**src/rtl/elevator_pkg.sv**
```systemverilog
// Shared defaults and types for the elevator request scheduler.
// ELEVATOR_SCAN_EN selects directional SCAN picking; default is lowest-index priority.
package elevator_pkg;
  localparam int DEF_NUM_FLOORS = 4;
  localparam int DEF_FLOOR_W    = $clog2(DEF_NUM_FLOORS);

  typedef logic [DEF_FLOOR_W-1:0] floor_t;
  typedef enum logic [1:0] {IDLE, DISPATCH, MOVING, DWELL} sched_state_t;
  typedef enum logic {UP, DOWN} dir_t;
endpackage

```
**src/rtl/elevator_floor_picker.sv**
```systemverilog
// Combinational next-target selection from the pending set.
// ELEVATOR_SCAN_EN: nearest floor in travel direction, else reverse; otherwise lowest index wins.
module elevator_floor_picker
  import elevator_pkg::*;
#(
  parameter int NUM_FLOORS = DEF_NUM_FLOORS,
  parameter int FLOOR_W    = DEF_FLOOR_W
) (
  input  logic [NUM_FLOORS-1:0] pending_i,
  input  logic [FLOOR_W-1:0]    cur_i,
`ifdef ELEVATOR_SCAN_EN
  input  dir_t                  dir_i,
  output dir_t                  new_dir_o,
`endif
  output logic                  valid_o,
  output logic [FLOOR_W-1:0]    floor_o
);
`ifdef ELEVATOR_SCAN_EN
  logic               up_vld, dn_vld;
  logic [FLOOR_W-1:0] up_f, dn_f;

  // Last hit wins: scan high->low for the nearest above, low->high for the nearest below.
  always_comb begin
    up_vld = 1'b0;
    dn_vld = 1'b0;
    up_f   = '0;
    dn_f   = '0;
    for (int i = NUM_FLOORS-1; i >= 0; i--)
      if (pending_i[i] && i > int'(cur_i)) begin
        up_vld = 1'b1;
        up_f   = FLOOR_W'(i);
      end
    for (int i = 0; i < NUM_FLOORS; i++)
      if (pending_i[i] && i < int'(cur_i)) begin
        dn_vld = 1'b1;
        dn_f   = FLOOR_W'(i);
      end
  end

  always_comb begin
    valid_o = up_vld | dn_vld;
    if (dir_i == UP) floor_o = up_vld ? up_f : dn_f;
    else             floor_o = dn_vld ? dn_f : up_f;
    new_dir_o = (floor_o > cur_i) ? UP : DOWN;
  end
`else
  always_comb begin
    valid_o = 1'b0;
    floor_o = '0;
    for (int i = NUM_FLOORS-1; i >= 0; i--)
      if (pending_i[i] && i != int'(cur_i)) begin
        valid_o = 1'b1;
        floor_o = FLOOR_W'(i);
      end
  end
`endif
endmodule

```
**src/rtl/elevator_request_scheduler.sv**
```systemverilog
// Latches floor calls and issues one target at a time, holding it until arrival, then dwelling.
// ELEVATOR_SCAN_EN adds a direction register and SCAN ordering in the picker.
module elevator_request_scheduler
  import elevator_pkg::*;
#(
  parameter int NUM_FLOORS     = DEF_NUM_FLOORS,
  parameter int FLOOR_W        = DEF_FLOOR_W,
  parameter int DWELL_CYCLES   = 8,
  parameter int TIMEOUT_CYCLES = 64
) (
  input  logic                  i_clock,
  input  logic                  i_reset,
  input  logic [NUM_FLOORS-1:0] i_call,
  input  logic [FLOOR_W-1:0]    i_current_floor,
  output logic [FLOOR_W-1:0]    o_target_floor,
  output logic [NUM_FLOORS-1:0] o_pending,
  output logic                  o_busy,
  output logic                  o_fault
);
  localparam int CNT_MAX = (DWELL_CYCLES > TIMEOUT_CYCLES) ? DWELL_CYCLES : TIMEOUT_CYCLES;
  localparam int CNT_W   = $clog2(CNT_MAX) + 1;
  localparam logic [CNT_W-1:0] DWELL_LAST = CNT_W'(DWELL_CYCLES - 1);
  localparam logic [CNT_W-1:0] TMO_LAST   = CNT_W'(TIMEOUT_CYCLES - 1);

  sched_state_t          state_q, state_d;
  logic [NUM_FLOORS-1:0] pending_q, pending_d, clr;
  logic [FLOOR_W-1:0]    target_q, target_d;
  logic [CNT_W-1:0]      tmo_q, tmo_d, dwell_q, dwell_d;
  logic                  fault_q, fault_d;
  logic                  pick_vld, arrived;
  logic [FLOOR_W-1:0]    pick_floor;
`ifdef ELEVATOR_SCAN_EN
  dir_t                  dir_q, dir_d, pick_dir;
`endif

  elevator_floor_picker #(.NUM_FLOORS(NUM_FLOORS), .FLOOR_W(FLOOR_W)) u_picker (
    .pending_i (pending_q),
    .cur_i     (i_current_floor),
`ifdef ELEVATOR_SCAN_EN
    .dir_i     (dir_q),
    .new_dir_o (pick_dir),
`endif
    .valid_o   (pick_vld),
    .floor_o   (pick_floor)
  );

  assign arrived = (i_current_floor == target_q);

  always_ff @(posedge i_clock) begin
    if (i_reset) begin
      state_q   <= IDLE;
      pending_q <= '0;
      target_q  <= '0;
      tmo_q     <= '0;
      dwell_q   <= '0;
      fault_q   <= 1'b0;
`ifdef ELEVATOR_SCAN_EN
      dir_q     <= UP;
`endif
    end else begin
      state_q   <= state_d;
      pending_q <= pending_d;
      target_q  <= target_d;
      tmo_q     <= tmo_d;
      dwell_q   <= dwell_d;
      fault_q   <= fault_d;
`ifdef ELEVATOR_SCAN_EN
      dir_q     <= dir_d;
`endif
    end
  end

  always_comb begin
    state_d = state_q;
    unique case (state_q)
      IDLE:     if (pending_q[i_current_floor]) state_d = DWELL;
                else if (|pending_q)            state_d = DISPATCH;
      DISPATCH: state_d = pick_vld ? MOVING : IDLE;
      MOVING:   if (arrived)                 state_d = DWELL;
                else if (tmo_q == TMO_LAST)  state_d = IDLE;
      DWELL:    if (dwell_q == DWELL_LAST)   state_d = IDLE;
      default:  state_d = IDLE;
    endcase
  end

  // Clearing a floor beats a same-cycle call on that floor.
  always_comb begin
    clr      = '0;
    target_d = target_q;
    tmo_d    = tmo_q;
    dwell_d  = dwell_q;
    fault_d  = fault_q;
`ifdef ELEVATOR_SCAN_EN
    dir_d    = dir_q;
`endif
    case (state_q)
      IDLE: if (pending_q[i_current_floor]) begin
        clr[i_current_floor] = 1'b1;
        dwell_d              = '0;
      end
      DISPATCH: begin
        tmo_d = '0;
        if (pick_vld) begin
          target_d = pick_floor;
`ifdef ELEVATOR_SCAN_EN
          dir_d    = pick_dir;
`endif
        end
      end
      MOVING: begin
        if (arrived) begin
          clr[target_q] = 1'b1;
          dwell_d       = '0;
        end else if (tmo_q == TMO_LAST) begin
          clr[target_q] = 1'b1;
          fault_d       = 1'b1;
        end else if (tmo_q != '1) begin
          tmo_d = tmo_q + CNT_W'(1);
        end
      end
      DWELL: if (dwell_q != '1) dwell_d = dwell_q + CNT_W'(1);
      default: ;
    endcase
    pending_d = (pending_q | i_call) & ~clr;
  end

  always_comb begin
    o_busy         = (state_q != IDLE);
    o_target_floor = target_q;
    o_pending      = pending_q;
    o_fault        = fault_q;
  end
endmodule

```
**config.mk**
```make
export PLATFORM = sky130hd
export DESIGN_NAME = elevator_request_scheduler
export DESIGN_NICKNAME = d
export VERILOG_FILES = /design/src/rtl/elevator_pkg.sv /design/src/rtl/elevator_floor_picker.sv /design/src/rtl/elevator_request_scheduler.sv
export SDC_FILE = /design/constraint.sdc
export NUM_CORES = 1
export LEC_CHECK = 0
export ABC_CLOCK_PERIOD_IN_PS = 1800
export CAP_MARGIN = 10
export CORE_ASPECT_RATIO = 1.1
export CORE_UTILIZATION = 65
export CTS_BUF_LIST = sky130_fd_sc_hd__clkbuf_4
export DETAILED_ROUTE_END_ITERATION = 8
export DONT_BUFFER_PORTS = 1
export PLACE_DENSITY = 0.86
export REMOVE_ABC_BUFFERS = 1
export SLEW_MARGIN = 0
export SYNTH_ARGS = -nofsm -noshare
export SYNTH_HDL_FRONTEND = slang
export SYNTH_SLANG_ARGS = --single-unit
```
**constraint.sdc**
```tcl
create_clock -name i_clock -period 1.8 [get_ports i_clock]
set_input_delay 0.36 -clock i_clock [delete_from_list [all_inputs] [get_ports i_clock]]
set_output_delay 0.36 -clock i_clock [all_outputs]
set_load 0.005 [all_outputs]
```
# Word-level counts from Yosys, hierarchy flattened
# Cells that the tools add are included.
# word_totals
regBits	23
out_inout_bits	8
wordCells	86
# op_classes
bitwise	4
muxes	33
addsub	2
n_eq_ne	20
reduce_logical	17
order_cmp	4
# ops
cell	count
$mux 7	6
$pmux 7 s3	1
$mux 2	10
$add 7x1->7 const B	2
$ne 2x2->1 const B	7
$ne 7x7->1 const B	2
$pmux 7 s2	1
$mux 4	3
$pmux 2 s4	1
$pmux 4 s2	1
$reduce_and 4->1	2
$eq 7x3->1 const B	1
$eq 7x6->1 const B	1
$mux 1	7
$logic_and 1x1->1	6
$lt 2x3->1 const B	2
$ne 3x3->1 const B	2
$reduce_and 3->1	2
$reduce_bool 2->1	3
$and 4x4->4	1
$demux 1 s2	2
$eq 2x2->1 const B	2
$ge 2x1->1 const B	2
$ne 2x2->1 const A	2
other kinds (11)	11

# Depth between registers and ports, before layout
# logic_depth
ltp_word	9
ltp_mapped	6
depth_no_buf	5

# Hierarchy
# From an unflattened synthesis, not the netlist that was laid out.
# unflattened
cells_unflattened	173
hier_area_um2	1441.4
# modules_own_cells
mod	area_per_inst_um2	cells_each	instances	seq_area_each_um2
elevator_request_scheduler	1330.0	156	1	460.4
elevator_floor_picker	111.4	17	1	0.0

# Worst setup path before layout
# OpenSTA, ideal clock, no wires.
# synth_timing
kind	input -> register
start	input port i_current_floor[0]
end	register state_q[1]
arrival_time_ps	1502
path_slack_ps	173
t_required_ps	1675
stages	4
path_cell_list	buf_2 > mux2_2 > o221a_2 > o41a_1
# synth_between
elab_chain_cells	8
elab_cells_between_ends	22
cone_classes	eq/ne (6); mux (10); reduce/logical (6)
# synth_rtl
item	line_no	text
start: declaration	elevator_request_scheduler.sv:14	input logic [FLOOR_W-1:0] i_current_floor,
$ne 1x2->1	elevator_floor_picker.sv:51	if (pending_i[i] && i != int'(cur_i)) begin
$logic_and 1x1->1	elevator_floor_picker.sv:51	
$mux 1 (4 in a row)	elevator_floor_picker.sv:51	
$mux 2	elevator_request_scheduler.sv:78	DISPATCH: state_d = pick_vld ? MOVING : IDLE;
$pmux 2 s4	elevator_request_scheduler.sv:75	unique case (state_q)
end signal: assignment	elevator_request_scheduler.sv:61	state_q <= state_d;
end: declaration	elevator_request_scheduler.sv:25	sched_state_t state_q, state_d;
# Several ways; a longest one is shown, not always the timed one. The select of a mux whose other input is x is not followed.
# A chain may end at the register's enable or synchronous reset.

# Worst setup path in the final report
# layout_timing
start	register state_q[1]
end	register tmo_q[4]
# layout_between
elab_chain_cells	3
elab_cells_between_ends	8
cone_classes	eq/ne (5); mux (1); reduce/logical (2)
# layout_rtl
item	line_no	text
$eq 2x2->1 or $eq 2x1->1 (tied branches)	elevator_request_scheduler.sv:96	case (state_q)
$ne 2x2->1 (no source line) or $reduce_bool 2->1 (tied branches)	--	
$reduce_and 4->1 (no source line)	--	
end signal: assignment	elevator_request_scheduler.sv:64	tmo_q <= tmo_d;
end: declaration	elevator_request_scheduler.sv:28	logic [CNT_W-1:0] tmo_q, tmo_d, dwell_q, dwell_d;
# Several ways; a longest one is shown, not always the timed one.

==> impl_metrics.py <==
metrics = {
    "placed_design": {
        "portBuffers": 0,
        "post-place-ws_ns": 0.171,
        "dpl.hpwl_um": 1970,
        "routabilityCongestion": 0.828,
        "place_area_sq_um": 1340,
        "placedCellCount": 178,
    },
    "detailed_routing": {
        "wl_per_cell_um": 15.1,
        "drt-initial-drc-count": 35,
        "wl_met1_um": 1240,
        "drc": 0,
        "vias": 1186,
        "met3_length_um": 120,
        "totalWireLength_um": 2760,
        "dr_wl_met2_um": 1350,
        "dr.pass1.iters": 4,
        "viasPerCell": 6.52,
        "dr.max_layer_used": "met4",
        "postRouteAntennaNets": 0,
    },
    "setup_path": {
        "r2r_slack_ns": 0.12,
        "cp-start-kind": "register",
        "end_kind": "register",
        "critPathRequiredTime_ns": 2.04,
        "reg2regPathDepth": 4,
        "crit_fanout": 11,
        "worstPathCellList": "and2b_4, o221ai_2, or4_1, a21oi_1",
        "startpoint": "state_q[1]",
        "r2r_start": "state_q[1]",
        "slowest_stage": "dfxtp_1",
        "r2r_end": "tmo_q[4]",
        "crit_arrival_ns": 1.91,
        "max_stage_delay_ns": 0.54,
        "path_class": "reg -> reg",
    },
    "finish": {
        "finish.utilization_pct": 74.0,
        "final_cell_count_no_fill": 182,
        "drive_gt1_share_pct": 13.5,
        "fin_area_sq_um": 1380,
        "fin_nets": 166,
        "n_antenna_cell": 0,
        "area_growth_pct": 2.61,
    },
    "pwr": {
        "power_mw": 1.24,
        "ir_drop_v": 0.000653,
        "cellPowerDensity_nw_per_um2": 897,
        "cellLeakagePower_nw": 0.496,
    },
    "min_path": {
        "hp-class": "in -> reg",
        "whs_endpoint": "tmo_q[0]",
        "min_from": "i_reset",
        "hold_depth": 1,
    },
    "yosys": {
        "synth.avg_cell_area_sq_um": 8.61,
        "synth-seq-area-share_pct": 34.3,
        "ys.warnings.count": 0,
        "synth-edff-count": 0,
        "synth_area_leader_cell": "dfxtp_1",
        "synth_top_area_share_pct": 34.3,
        "syn_inst": 156,
        "synth-main-ff-cell": "dfxtp_1",
        "synth_area_sq_um": 1340,
        "ys_ff_latch": 23,
        "async_flop_share_pct": 0,
        "synth_cell_type_count": 51,
        "yosys-top-cells-area": "dfxtp_1, a21oi_1, nand2_1, nor2_1, inv_1",
    },
    "timing": {
        "worst_pin_slew_ns": 0.620,
        "whs_ns": 0.0952,
        "finalCritPeriodShare_pct": 93.1,
        "skew_ns": 0.00632,
        "hold_violations": 0,
        "maxSlewViolCount": 0,
        "fin_ws_ns": 0.124,
        "timing.fmax_mhz": 597,
        "setup_viol": 0,
        "period_needed_ns": 1.68,
        "setup_tns_ns": 0,
        "slew_headroom_pct": 58.2,
    },
    "floorplanning": {
        "dieArea_sq_um": 2250,
        "num_rows": 16,
        "io_pins": 16,
        "die_w_um": 45.3,
        "core_area_sq_um": 1860,
        "start_util_pct": 72.1,
        "die_h_um": 49.7,
    },
    "status": {
        "status": "completed",
    },
    "cts": {
        "cts_tree": "built",
        "cts-htree-levels": 1,
        "cts_made_buffers": 3,
        "clk_pin_slew_ns": 0.13,
        "cts_buffer_depth": 2,
        "holdBufCountCts": 0,
        "insertion_delay_ns": 0.31,
        "cts_sinks": 23,
        "cts.root.buffer_cell": "clkbuf_4",
    },
    "global_routing": {
        "grt_overflow_total": 0,
        "antenna_found_initial": 0,
        "grt_pass1_vias": 1040,
        "grt_start_max_net_pins": 14,
        "grtUsageTotal_pct": 26.4,
        "grt_pass1_wl_um": 4510,
    },
    "flow_run": {
        "maxCapViolCount": 0,
    },
}
## layer usage
metal	GRT usage [%]	up-vias
li1	-	573
met1	35.4	572
met2	43.2	35
met3	4.76	6
met4	6.06	0
met5	0	-
## repair_timing
item | in CTS | in global routing
setup buffers | 0 | 0
resized for setup | 0 | 2
hold endpoints to repair | 0 | 0
endpoints found under the setup margin | 0 | 2
## how the worst max path moves through the flow
stage                     cells after the start  slack [ns]          to
final                                         4        0.12    tmo_q[4]
after global placement                        4        0.22  dwell_q[2]
after floorplan                               4        0.32  dwell_q[2]
after global routing                          4      -0.003    tmo_q[5]
after CTS                                     4        0.13  dwell_q[2]
after detailed placement                      4        0.17  dwell_q[2]
## cell type report
class | instances | area, sq um
multi-input combinational | 115 | 792
fill | 146 | 484
sequential | 23 | 462
inverter | 10 | 37.5
tap | 27 | 33.8
clock buffer | 4 | 30.0
timing repair buffer | 3 | 22.5
## critical path, delay by kind of cell (launching register included)
kind | cells | cell delay, ns
AO/OA/AOI/OAI | 2 | 0.36
flip-flops | 1 | 0.54
AND/OR/NAND/NOR | 2 | 0.71
## synthesized netlist by cell type, types with 2 or more instances
master,number
a21oi_1,9
a31oi_1,2
buf_4,3
buf_6,2
clkbuf_1,2
dfxtp_1,23
ha_1,2
inv_1,10
mux2_2,3
nand2_1,12
nand2b_1,3
nand3_1,6
nand3b_1,3
nand4_1,3
nor2_1,11
nor2b_1,5
nor3_1,5
nor4_1,2
o2111a_1,3
o211ai_1,2
o21ai_0,5
o221a_2,2
o31ai_1,4
or2_2,2
or4_1,3
xnor2_1,3
xor2_2,2
## flip-flops by register name, summed over array words and instances, names as in the netlist
register        cells
state_q             2
dwell_q             7
o_pending           4
tmo_q               7
o_target_floor      2
o_fault             1
## cells by family after synthesis
family / synth area share [%]
xor gates and xnor gates: 4.38
DFF: 34.3
buffers and inverters: 7.08
muxes: 3.26
adders and majority gates: 1.86
and+or+nand+nor: 25.2
AOI/OAI and AO/OA: 24.0
## power by group
group          internal [mW]  switching, mW
Combinational          0.155          0.189
Sequential             0.555         0.0811
Clock                  0.101          0.154
Total                  0.812          0.425
## cell usage in the layout (no fill, tap or decap), types with 2 or more instances in the layout
cell type	count
a21oi_1	9
a31oi_1	2
buf_4	3
clkbuf_4	4
dfxtp_1	22
ha_1	2
inv_1	10
mux2_2	3
nand2_1	12
nand2b_1	3
nand3_1	6
nand3b_1	3
nand4_1	3
nor2_1	11
nor2b_1	5
nor3_1	5
nor4_1	2
o2111a_1	3
o211ai_1	2
o21ai_0	5
o221a_2	2
o31ai_1	4
or2_2	2
or4_1	3
xnor2_1	3
xor2_2	2
No activity file was read; power rests on OpenSTA's default activity.
